`config.mk`:
```
export PLATFORM = sky130hd
export DESIGN_NAME = pitchdetect
export DESIGN_NICKNAME = d
export VERILOG_FILES = /design/src/rtl/pitchdetect.sv
export SDC_FILE = /design/constraint.sdc
export NUM_CORES = 1
export LEC_CHECK = 0
export ABC_CLOCK_PERIOD_IN_PS = 10620
export BUFFER_PORTS_ARGS = -buffer_cell sky130_fd_sc_hd__buf_2
export CAP_MARGIN = 20
export CELL_PAD_IN_SITES_DETAIL_PLACEMENT = 0
export CELL_PAD_IN_SITES_GLOBAL_PLACEMENT = 1
export CORE_ASPECT_RATIO = 0.5
export CORE_MARGIN = 5
export CORE_UTILIZATION = 25
export DETAILED_ROUTE_END_ITERATION = 12
export PLACE_DENSITY = 0.55
export SLEW_MARGIN = 20
export SYNTH_ARGS = -nofsm -noshare
export SYNTH_HDL_FRONTEND = slang
export SYNTH_SLANG_ARGS = --single-unit
```
`constraint.sdc`:
```
create_clock -name clk -period 10.62 [get_ports clk]
set_clock_uncertainty 0.05 [all_clocks]
set_input_delay 0.531 -clock clk [delete_from_list [all_inputs] [get_ports clk]]
set_output_delay 0.531 -clock clk [all_outputs]
set_load 0.1 [all_outputs]
```
`src/rtl/pitchdetect.sv`:
```
// pitchdetect: frame-based pitch and voicing analyser.
// Consumes a signed sample stream and, once every lpcrate accepted samples,
// reports the pitch period estimate (pulserate) and a voiced flag (v).
//   clk, rst          clock, asynchronous active-low reset
//   din, din_valid    signed sample and its accept strobe
//   lpcrate           frame length in samples (0 acts as 1), latched per frame
//   energy_thresh     minimum frame magnitude sum for voiced
//   zc_max            maximum zero crossings per frame for voiced
//   pulserate, v      per-frame results, held between frames
//   frame_valid       one-cycle strobe when pulserate/v update
module pitchdetect #(
  parameter int MINPER = 20,
  parameter int MAXPER = 320,
  parameter int MINAMP = 256
) (
  input  logic               clk,
  input  logic               rst,
  input  logic signed [15:0] din,
  input  logic               din_valid,
  input  logic        [15:0] lpcrate,
  input  logic        [31:0] energy_thresh,
  input  logic        [15:0] zc_max,
  output logic        [15:0] pulserate,
  output logic               v,
  output logic               frame_valid
);
  typedef enum logic {COLLECT = 1'b0, DECIDE = 1'b1} state_t;

  localparam logic [15:0] MIN_P = 16'(MINPER);
  localparam logic [15:0] MAX_P = 16'(MAXPER);
  localparam logic [15:0] SAT_P = 16'(MAXPER + 1);
  localparam logic [15:0] MIN_A = 16'(MINAMP);

  state_t             state_q, state_d;
  logic               load_q, load_d;          // first edge after reset latches lpcrate
  logic        [15:0] len_q, len_d;
  logic        [15:0] cnt_q, cnt_d;
  logic        [31:0] energy_q, energy_d;
  logic        [15:0] zc_q, zc_d;
  logic        [15:0] max_q, max_d;
  logic signed [15:0] prev_q, prev_d;
  logic        [15:0] int_cnt_q, int_cnt_d;
  logic        [15:0] last_int_q, last_int_d;
  logic               have_int_q, have_int_d;
  logic        [15:0] pfm_q, pfm_d;            // previous frame max magnitude
  logic        [31:0] snap_e_q, snap_e_d;
  logic        [15:0] snap_zc_q, snap_zc_d;
  logic        [15:0] snap_max_q, snap_max_d;
  logic        [15:0] snap_int_q, snap_int_d;
  logic               snap_have_q, snap_have_d;
  logic        [15:0] pulserate_q, pulserate_d;
  logic               v_q, v_d;
  logic               fv_q, fv_d;

  logic        [15:0] len_cur, len_eff, mag, half, thr;
  logic               marker, in_range, last;
  logic        [31:0] e_nxt;
  logic        [15:0] zc_nxt, max_nxt, li_nxt;
  logic               hv_nxt;

  always_comb begin
    len_cur  = load_q ? lpcrate : len_q;
    len_eff  = (len_cur == 16'd0) ? 16'd1 : len_cur;
    // |-32768| wraps to 0x8000, which is 32768 read as unsigned
    mag      = din[15] ? (~din + 16'd1) : din;
    half     = {1'b0, pfm_q[15:1]};
    thr      = (half > MIN_A) ? half : MIN_A;
    // thr is zero-extended so the sample compare stays signed
    marker   = ($signed({prev_q[15], prev_q}) < $signed({1'b0, thr})) &&
               ($signed({din[15], din}) >= $signed({1'b0, thr}));
    in_range = (int_cnt_q >= MIN_P) && (int_cnt_q <= MAX_P);
    last     = din_valid && (({1'b0, cnt_q} + 17'd1) == {1'b0, len_eff});

    e_nxt    = energy_q + {16'd0, mag};
    zc_nxt   = ((din[15] != prev_q[15]) && (zc_q != 16'hFFFF)) ? zc_q + 16'd1 : zc_q;
    max_nxt  = (mag > max_q) ? mag : max_q;
    li_nxt   = last_int_q;
    hv_nxt   = have_int_q;
    if (marker && in_range) begin
      li_nxt = int_cnt_q;
      hv_nxt = 1'b1;
    end

    state_d     = COLLECT;
    load_d      = 1'b0;
    len_d       = len_cur;
    cnt_d       = cnt_q;
    energy_d    = energy_q;
    zc_d        = zc_q;
    max_d       = max_q;
    prev_d      = prev_q;
    int_cnt_d   = int_cnt_q;
    last_int_d  = last_int_q;
    have_int_d  = have_int_q;
    pfm_d       = pfm_q;
    snap_e_d    = snap_e_q;
    snap_zc_d   = snap_zc_q;
    snap_max_d  = snap_max_q;
    snap_int_d  = snap_int_q;
    snap_have_d = snap_have_q;
    pulserate_d = pulserate_q;
    v_d         = v_q;
    fv_d        = (state_q == DECIDE);

    // Accumulation runs independent of state so a DECIDE-cycle sample
    // simply opens the new frame.
    if (din_valid) begin
      cnt_d      = cnt_q + 16'd1;
      energy_d   = e_nxt;
      zc_d       = zc_nxt;
      max_d      = max_nxt;
      prev_d     = din;
      last_int_d = li_nxt;
      have_int_d = hv_nxt;
      if (marker)                 int_cnt_d = 16'd1;
      else if (int_cnt_q >= SAT_P) int_cnt_d = SAT_P;
      else                        int_cnt_d = int_cnt_q + 16'd1;
      if (last) begin
        // snapshot includes this sample (and a marker landing on it)
        snap_e_d    = e_nxt;
        snap_zc_d   = zc_nxt;
        snap_max_d  = max_nxt;
        snap_int_d  = li_nxt;
        snap_have_d = hv_nxt;
        cnt_d       = 16'd0;
        energy_d    = 32'd0;
        zc_d        = 16'd0;
        max_d       = 16'd0;
        have_int_d  = 1'b0;
        len_d       = lpcrate;
        state_d     = DECIDE;
      end
    end

    if (state_q == DECIDE) begin
      v_d   = (snap_e_q >= energy_thresh) && (snap_zc_q <= zc_max) && snap_have_q;
      if (snap_have_q) pulserate_d = snap_int_q;
      pfm_d = snap_max_q;
    end
  end

  always_ff @(posedge clk or negedge rst) begin
    if (!rst) begin
      state_q     <= COLLECT;
      load_q      <= 1'b1;
      len_q       <= 16'd1;
      cnt_q       <= '0;
      energy_q    <= '0;
      zc_q        <= '0;
      max_q       <= '0;
      prev_q      <= '0;
      int_cnt_q   <= SAT_P;
      last_int_q  <= '0;
      have_int_q  <= 1'b0;
      pfm_q       <= '0;
      snap_e_q    <= '0;
      snap_zc_q   <= '0;
      snap_max_q  <= '0;
      snap_int_q  <= '0;
      snap_have_q <= 1'b0;
      pulserate_q <= '0;
      v_q         <= 1'b0;
      fv_q        <= 1'b0;
    end else begin
      state_q     <= state_d;
      load_q      <= load_d;
      len_q       <= len_d;
      cnt_q       <= cnt_d;
      energy_q    <= energy_d;
      zc_q        <= zc_d;
      max_q       <= max_d;
      prev_q      <= prev_d;
      int_cnt_q   <= int_cnt_d;
      last_int_q  <= last_int_d;
      have_int_q  <= have_int_d;
      pfm_q       <= pfm_d;
      snap_e_q    <= snap_e_d;
      snap_zc_q   <= snap_zc_d;
      snap_max_q  <= snap_max_d;
      snap_int_q  <= snap_int_d;
      snap_have_q <= snap_have_d;
      pulserate_q <= pulserate_d;
      v_q         <= v_d;
      fv_q        <= fv_d;
    end
  end

  assign pulserate   = pulserate_q;
  assign v           = v_q;
  assign frame_valid = fv_q;
endmodule

```
# After elaboration in Yosys (flattened, before gate mapping)
# Cells that the tools add are included.
dict set report classes {
  order_cmp 9
  muxes 19
  eq_ne 3
  n_bitwise 1
  reduce_logical 10
  addsub 6
}
# op n
set ops {}
lappend ops {{16-bit 2-to-1 mux} 13}
lappend ops {{16-bit by 1-bit adder with 16-bit output, second input constant} 4}
lappend ops {{32-bit by 16-bit adder with 32-bit output} 1}
lappend ops {{32-bit >= comparator} 1}
lappend ops {{32-bit 2-to-1 mux} 1}
lappend ops {{16-bit by 1-bit adder with 17-bit output, second input constant} 1}
lappend ops {{17-bit by 16-bit == test with 1-bit output} 1}
lappend ops {{16-bit >= comparator} 1}
lappend ops {{16-bit by 5-bit >= comparator with 1-bit output, second input constant} 1}
lappend ops {{16-bit by 9-bit >= comparator with 1-bit output, second input constant} 1}
lappend ops {{16-bit > comparator} 1}
lappend ops {{16-bit less-or-equal comparator} 1}
lappend ops {{16-bit by 9-bit less-or-equal comparator with 1-bit output, second input constant} 1}
lappend ops {{16-bit logical NOT} 1}
lappend ops {{16-bit less-than comparator} 1}
lappend ops {{16-bit != test, second input constant} 1}
lappend ops {{16-bit inverter} 1}
lappend ops {{15-bit by 9-bit > comparator with 1-bit output, second input constant} 1}
lappend ops {{15-bit 2-to-1 mux} 1}
lappend ops {{1-bit logical AND} 7}
lappend ops {{1-bit 2-to-1 mux} 4}
lappend ops {{2-bit AND reduction} 2}
lappend ops {{1-bit != test} 1}
dict set report totals {
  inputBits 83
  word_cells 68
  out_inout_bits 18
  regBits 262
}

# Longest topological paths before layout
dict set report logic_depth {
  ltp_word 7
  depth_mapped 16
  depth_no_buf 15
}

# Least setup slack after synthesis
# Ideal clock, no wire load.
dict set report synth_path {
  path_type {input -> register}
  from {input port din[7]}
  to {register max_q[10]}
  stages 12
  arrival_time_ps 3965
  setup_time_ps 67
  setup_slack_ps 6538
  n_path_buf 1
  required_ps 10503
  cell_sequence {or4_1 > or4_1 > o31a_1 > xor2_1 > ha_1 > nand4_1 > or2_2 > o32ai_1 > inv_1 > o21ai_1 > buf_2 > a32o_1}
}
dict set report synth_between {
  elab_chain_cells 6
}
# item line
set synth_rtl {}
lappend synth_rtl {{start, declared} 18} ;# input logic signed [15:0] din,
lappend synth_rtl {{16-bit inverter} 65} ;# mag = din[15] ? (~din + 16'd1) : din;
lappend synth_rtl {{16-bit by 1-bit adder with 16-bit output} 65}
lappend synth_rtl {{16-bit 2-to-1 mux *} 65}
lappend synth_rtl {{16-bit > comparator} 76} ;# max_nxt = (mag > max_q) ? mag : max_q;
lappend synth_rtl {{16-bit 2-to-1 mux *} 76}
lappend synth_rtl {{16-bit 2-to-1 mux *} 118} ;# if (last) begin
lappend synth_rtl {{end signal, assigned} 171} ;# max_q <= max_d;
lappend synth_rtl {{end, declared} 40} ;# logic [15:0] max_q, max_d;
# Every way passes the cells marked *; elsewhere a longest branch is shown, timed or not.
# A chain may end at the register's enable or synchronous reset.

# Worst setup path in the final report
dict set report layout_path {
  from {register cnt_q[6]}
  to {register zc_q[2]}
}
dict set report layout_between {
  elab_chain_cells 4
}
# item line
set layout_rtl {}
lappend layout_rtl {{start, declared} 37} ;# logic [15:0] cnt_q, cnt_d;
lappend layout_rtl {{start signal, assigned} 168} ;# cnt_q <= cnt_d;
lappend layout_rtl {{16-bit by 1-bit adder with 17-bit output} 72} ;# last = din_valid && (({1'b0, cnt_q} + 17'd1) == {1'b0, len_eff});
lappend layout_rtl {{17-bit by 16-bit == test with 1-bit output} 72}
lappend layout_rtl {{1-bit logical AND} 72}
lappend layout_rtl {{16-bit 2-to-1 mux} 118}
lappend layout_rtl {{end signal, assigned} 170} ;# zc_q <= zc_d;
lappend layout_rtl {{end, declared} 39} ;# logic [15:0] zc_q, zc_d;
# No other way between the ends.

==> key figures <==
Yosys
  – Sequential fraction of the synthesis area: 42.3%
  – Syn Inst Count: 1604
  – Mapped Area: 0.0154 sq mm
  – EDFF count, synth: 0
  – Synth top area share: 41.4%
  – Post-synth top flop: dfrtp_1
  – Post-synth top area cell: dfrtp_1
  – Post-synth cell types: 84
  – YS warnings: 0
  – Synth top area cells: dfrtp_1 (41%), ha_1 (9.4%), nand2_1 (4.7%), mux2_2 (4.2%), o21ai_1 (2.9%)
  – #FFs+latches synth: 260
  – Ys async rst share: 100%
  – Synth Net Count: 1804
  – Syn_area_per_cell: 9.61 sq um

Worst setup path
  – Max incr delay on CP: 0.71 ns
  – Crit path max-delay family: simple AND/OR/NAND/NOR gates
  – Crit-path cells: nand3_1, or4_1, xnor2_1, or4b_4, a2111oi_4, nand3_4, buf_4, and3_1, a221o_1
  – Crit path buf inv count: 1
  – Crit path kind: register to register
  – Worst EP required: 11.02 ns
  – Critical-path top delay cell: nand3_4
  – Crit path max fanout: 73
  – Crit. End Element: register
  – CP startpoint kind: register
  – WP data arrival: 5.18 ns

Clock network
  – CTS Sinks: 260
  – Setup Buffers After CTS: 0
  – Max Root-Sink Buffers: 3
  – Resized cells post-CTS: 0
  – Num CTS Buffers: 29
  – CTS clock-pin slew for the worst setup and hold paths: 0.07 ns
  – Root buf cell: clkbuf_16
  – Clock Latency Late Sink: 0.58 ns
  – H-tree levels: 1
  – CTS tree: yes

Timing
  – Slew margin rel.: 36.4%
  – Final period utilization: 45.0%
  – Worst setup margin: 5.85 ns
  – Final Max Tran Viols: 0
  – RSZ-0062 raised after global routing: false
  – Fmax: 0.209 GHz
  – Hold Vio Cnt, Final: 0
  – Worst-Margin Slew: 0.954 ns
  – Hold_ws: 0.177 ns
  – TNS Setup: 0 ns
  – Final Critical Period: 4.77 ns
  – Final setup violation count: 0

Power and ir drop
  – Pleak: 8.36 nW
  – PwrDens: 183 mW/mm^2
  – Peak supply drop: 0.000119 V
  – Power Total: 0.00328 W

Route
  – Vias after detailed routing: 11900
  – Vias per cell: 4.70
  – DRT iter0 DRCs: 681
  – WL per Instance: 16.6 um
  – Final antenna-violating net count: 0
  – DR pass1 iterations: 5
  – Post-Route WL: 41.9 mm
  – DRC violations left: 0

Finish
  – Multi-input gate area: 0.00820 sq mm
  – Sequential Area: 0.00651 sq mm
  – Final cell utilization of the core: 29.4%
  – Fill cells: 6440
  – Ant. Diodes: 0
  – Area delta synth->final: 16.4%
  – Nets@finish: 1877
  – Share of cells above drive strength 1: 14.8%

Global routing
  – Total Routing Usage GR: 12.3%
  – Initial antenna violation count: 0
  – First-pass GRT wire length: 67.6 mm
  – Largest net degree at the start of global routing: 165
  – Vias in the first global route: 12100
  – Gr ovfl total: 0

Placement
  – Routability Congestion: 0.790
  – Port Buffer Count: 100
  – Pre-CTS setup slack: 5.67 ns
  – Detail Placement HPWL: 29.2 mm

Floorplanning
  – Die ar.: 0.0670 sq mm
  – Die H: 186 um
  – I/O pin count: 101
  – Die Span X: 361 um
  – Initial Util: 25.2%
  – Site row count: 64
  – Core area: 0.0611 sq mm

Flow run
  – Maxcap violations: 0

Outcome
  – Status: completed

Min path
  – Min-Delay Path Class: primary input to register
-- repair_timing --
item	4_1_cts	5_1_grt
hold endpoints to repair	73	0
endpoints found under the setup margin	0	0
hold buffers	1	0
-- sequential cells by signal, summed over array words and instances, names as in the netlist --
name         count
snap_have_q      1
load_q           1
pulserate       16
v                1
have_int_q       1
snap_zc_q       16
int_cnt_q       16
cnt_q           16
snap_e_q        32
frame_valid      1
snap_max_q      15
snap_int_q      16
energy_q        32
pfm_q           15
max_q           16
len_q           16
fv_d             1
last_int_q      16
zc_q            16
prev_q          16
-- power by group --
| part | total [W] | leakage (nW) | internal, W | switching [W] |
|---|---|---|---|---|
| logic | 0.000841 | 4.41 | 0.000345 | 0.000496 |
| clock network | 0.00123 | 0.558 | 0.000768 | 0.000464 |
| registers | 0.00120 | 3.39 | 0.00110 | 0.000107 |
| total | 0.00328 | 8.36 | 0.00221 | 0.00107 |
-- kinds of logic after synthesis --
logic type	after synthesis	synth area share [%]
simple gates	500	16.2
compound gates	374	15.7
flops	260	42.3
buf+inv	177	4.66
fa+ha+maj	117	9.55
mux	106	7.53
xor+xnor	69	4.10
other cells	1	0.0243
-- stage by stage --
step,area (sq um),cells
final,17900,2525
after global routing,17900,2525
after floorplan,15400,1604
after global placement,16800,2469
after detailed placement,16800,2469
after CTS,17900,2524
-- metal layers --
| metal | track usage (%) | routed length (um) | part of all wire, % | up-vias |
|---|---|---|---|---|
| met3 | 1.70 | 1070 | 2.6 | 43 |
| li1 | - | - | - | 5929 |
| met4 | 2.60 | 852 | 2.0 | 0 |
| met1 | 17.2 | 20700 | 49 | 5763 |
| met2 | 20.6 | 19300 | 46 | 134 |
| met5 | 0 | 0 | 0 | - |
-- worst reg2reg max path: cells and delay by family (launching register included) --
| family | cells | cell delay, ns |
|---|---|---|
| flip-flops | 1 | 0.60 |
| XOR/XNOR | 1 | 0.20 |
| AO/OA/AOI/OAI | 2 | 0.63 |
| buffers and inverters | 1 | 0.67 |
| AND/OR/NAND/NOR | 5 | 2.53 |
-- cells in the mapped netlist (6+ instances only) --
cell,instances
a21o_1,26
a21oi_1,62
a22o_1,12
a31oi_1,8
a32o_1,14
and2_1,15
and3_1,28
and4_1,6
buf_2,16
clkbuf_1,44
dfrtp_1,255
ha_1,116
inv_1,104
mux2_1,12
mux2_2,57
mux2i_1,36
nand2_1,192
nand2b_1,9
nand3_1,66
nand4_1,22
nor2_1,58
nor2b_1,20
nor3_1,21
nor4_1,19
o211ai_1,9
o21a_1,9
o21ai_0,60
o21ai_1,88
o2bb2ai_1,6
o31ai_1,25
or4_1,11
xnor2_1,46
xor2_1,21
-- final timing paths --
path	start	cells after the start	slack, ns	endpoint
min in group asynchronous	rst	2	0.50	prev_q[7]
max in group asynchronous	rst	4	8.58	len_q[13]
max	cnt_q[6]	9	5.85	zc_q[2]
min	lpcrate[4]	2	0.18	len_q[4]
min reg2reg	snap_int_q[11]	2	0.42	snap_int_q[11]
max reg2reg	cnt_q[6]	9	5.85	zc_q[2]
-- placed cells by master (no fill, tap or decap), types with 28 or more instances in the layout --
cell,synthesis,routed
ha_1,116,116
buf_2,16,98
dfrtp_1,255,255
o21ai_1,88,87
and3_1,28,28
a21oi_1,62,62
nand2_1,192,192
nor2_1,58,58
clkbuf_16,0,29
nand3_1,66,66
inv_1,104,103
xnor2_1,46,46
mux2i_1,36,36
o21ai_0,60,60
mux2_2,57,57
-- final cells by class --
| cell class | count | area share (%) |
|---|---|---|
| tap | 825 | 5.75 |
| clock buffer | 34 | 4.32 |
| timing repair buffer | 114 | 3.64 |
| sequential | 260 | 36.3 |
| multi-input combinational | 1167 | 45.7 |
| clock inverter | 20 | 2.08 |
| inverter | 105 | 2.20 |
No activity file was read; power rests on OpenSTA's default activity.
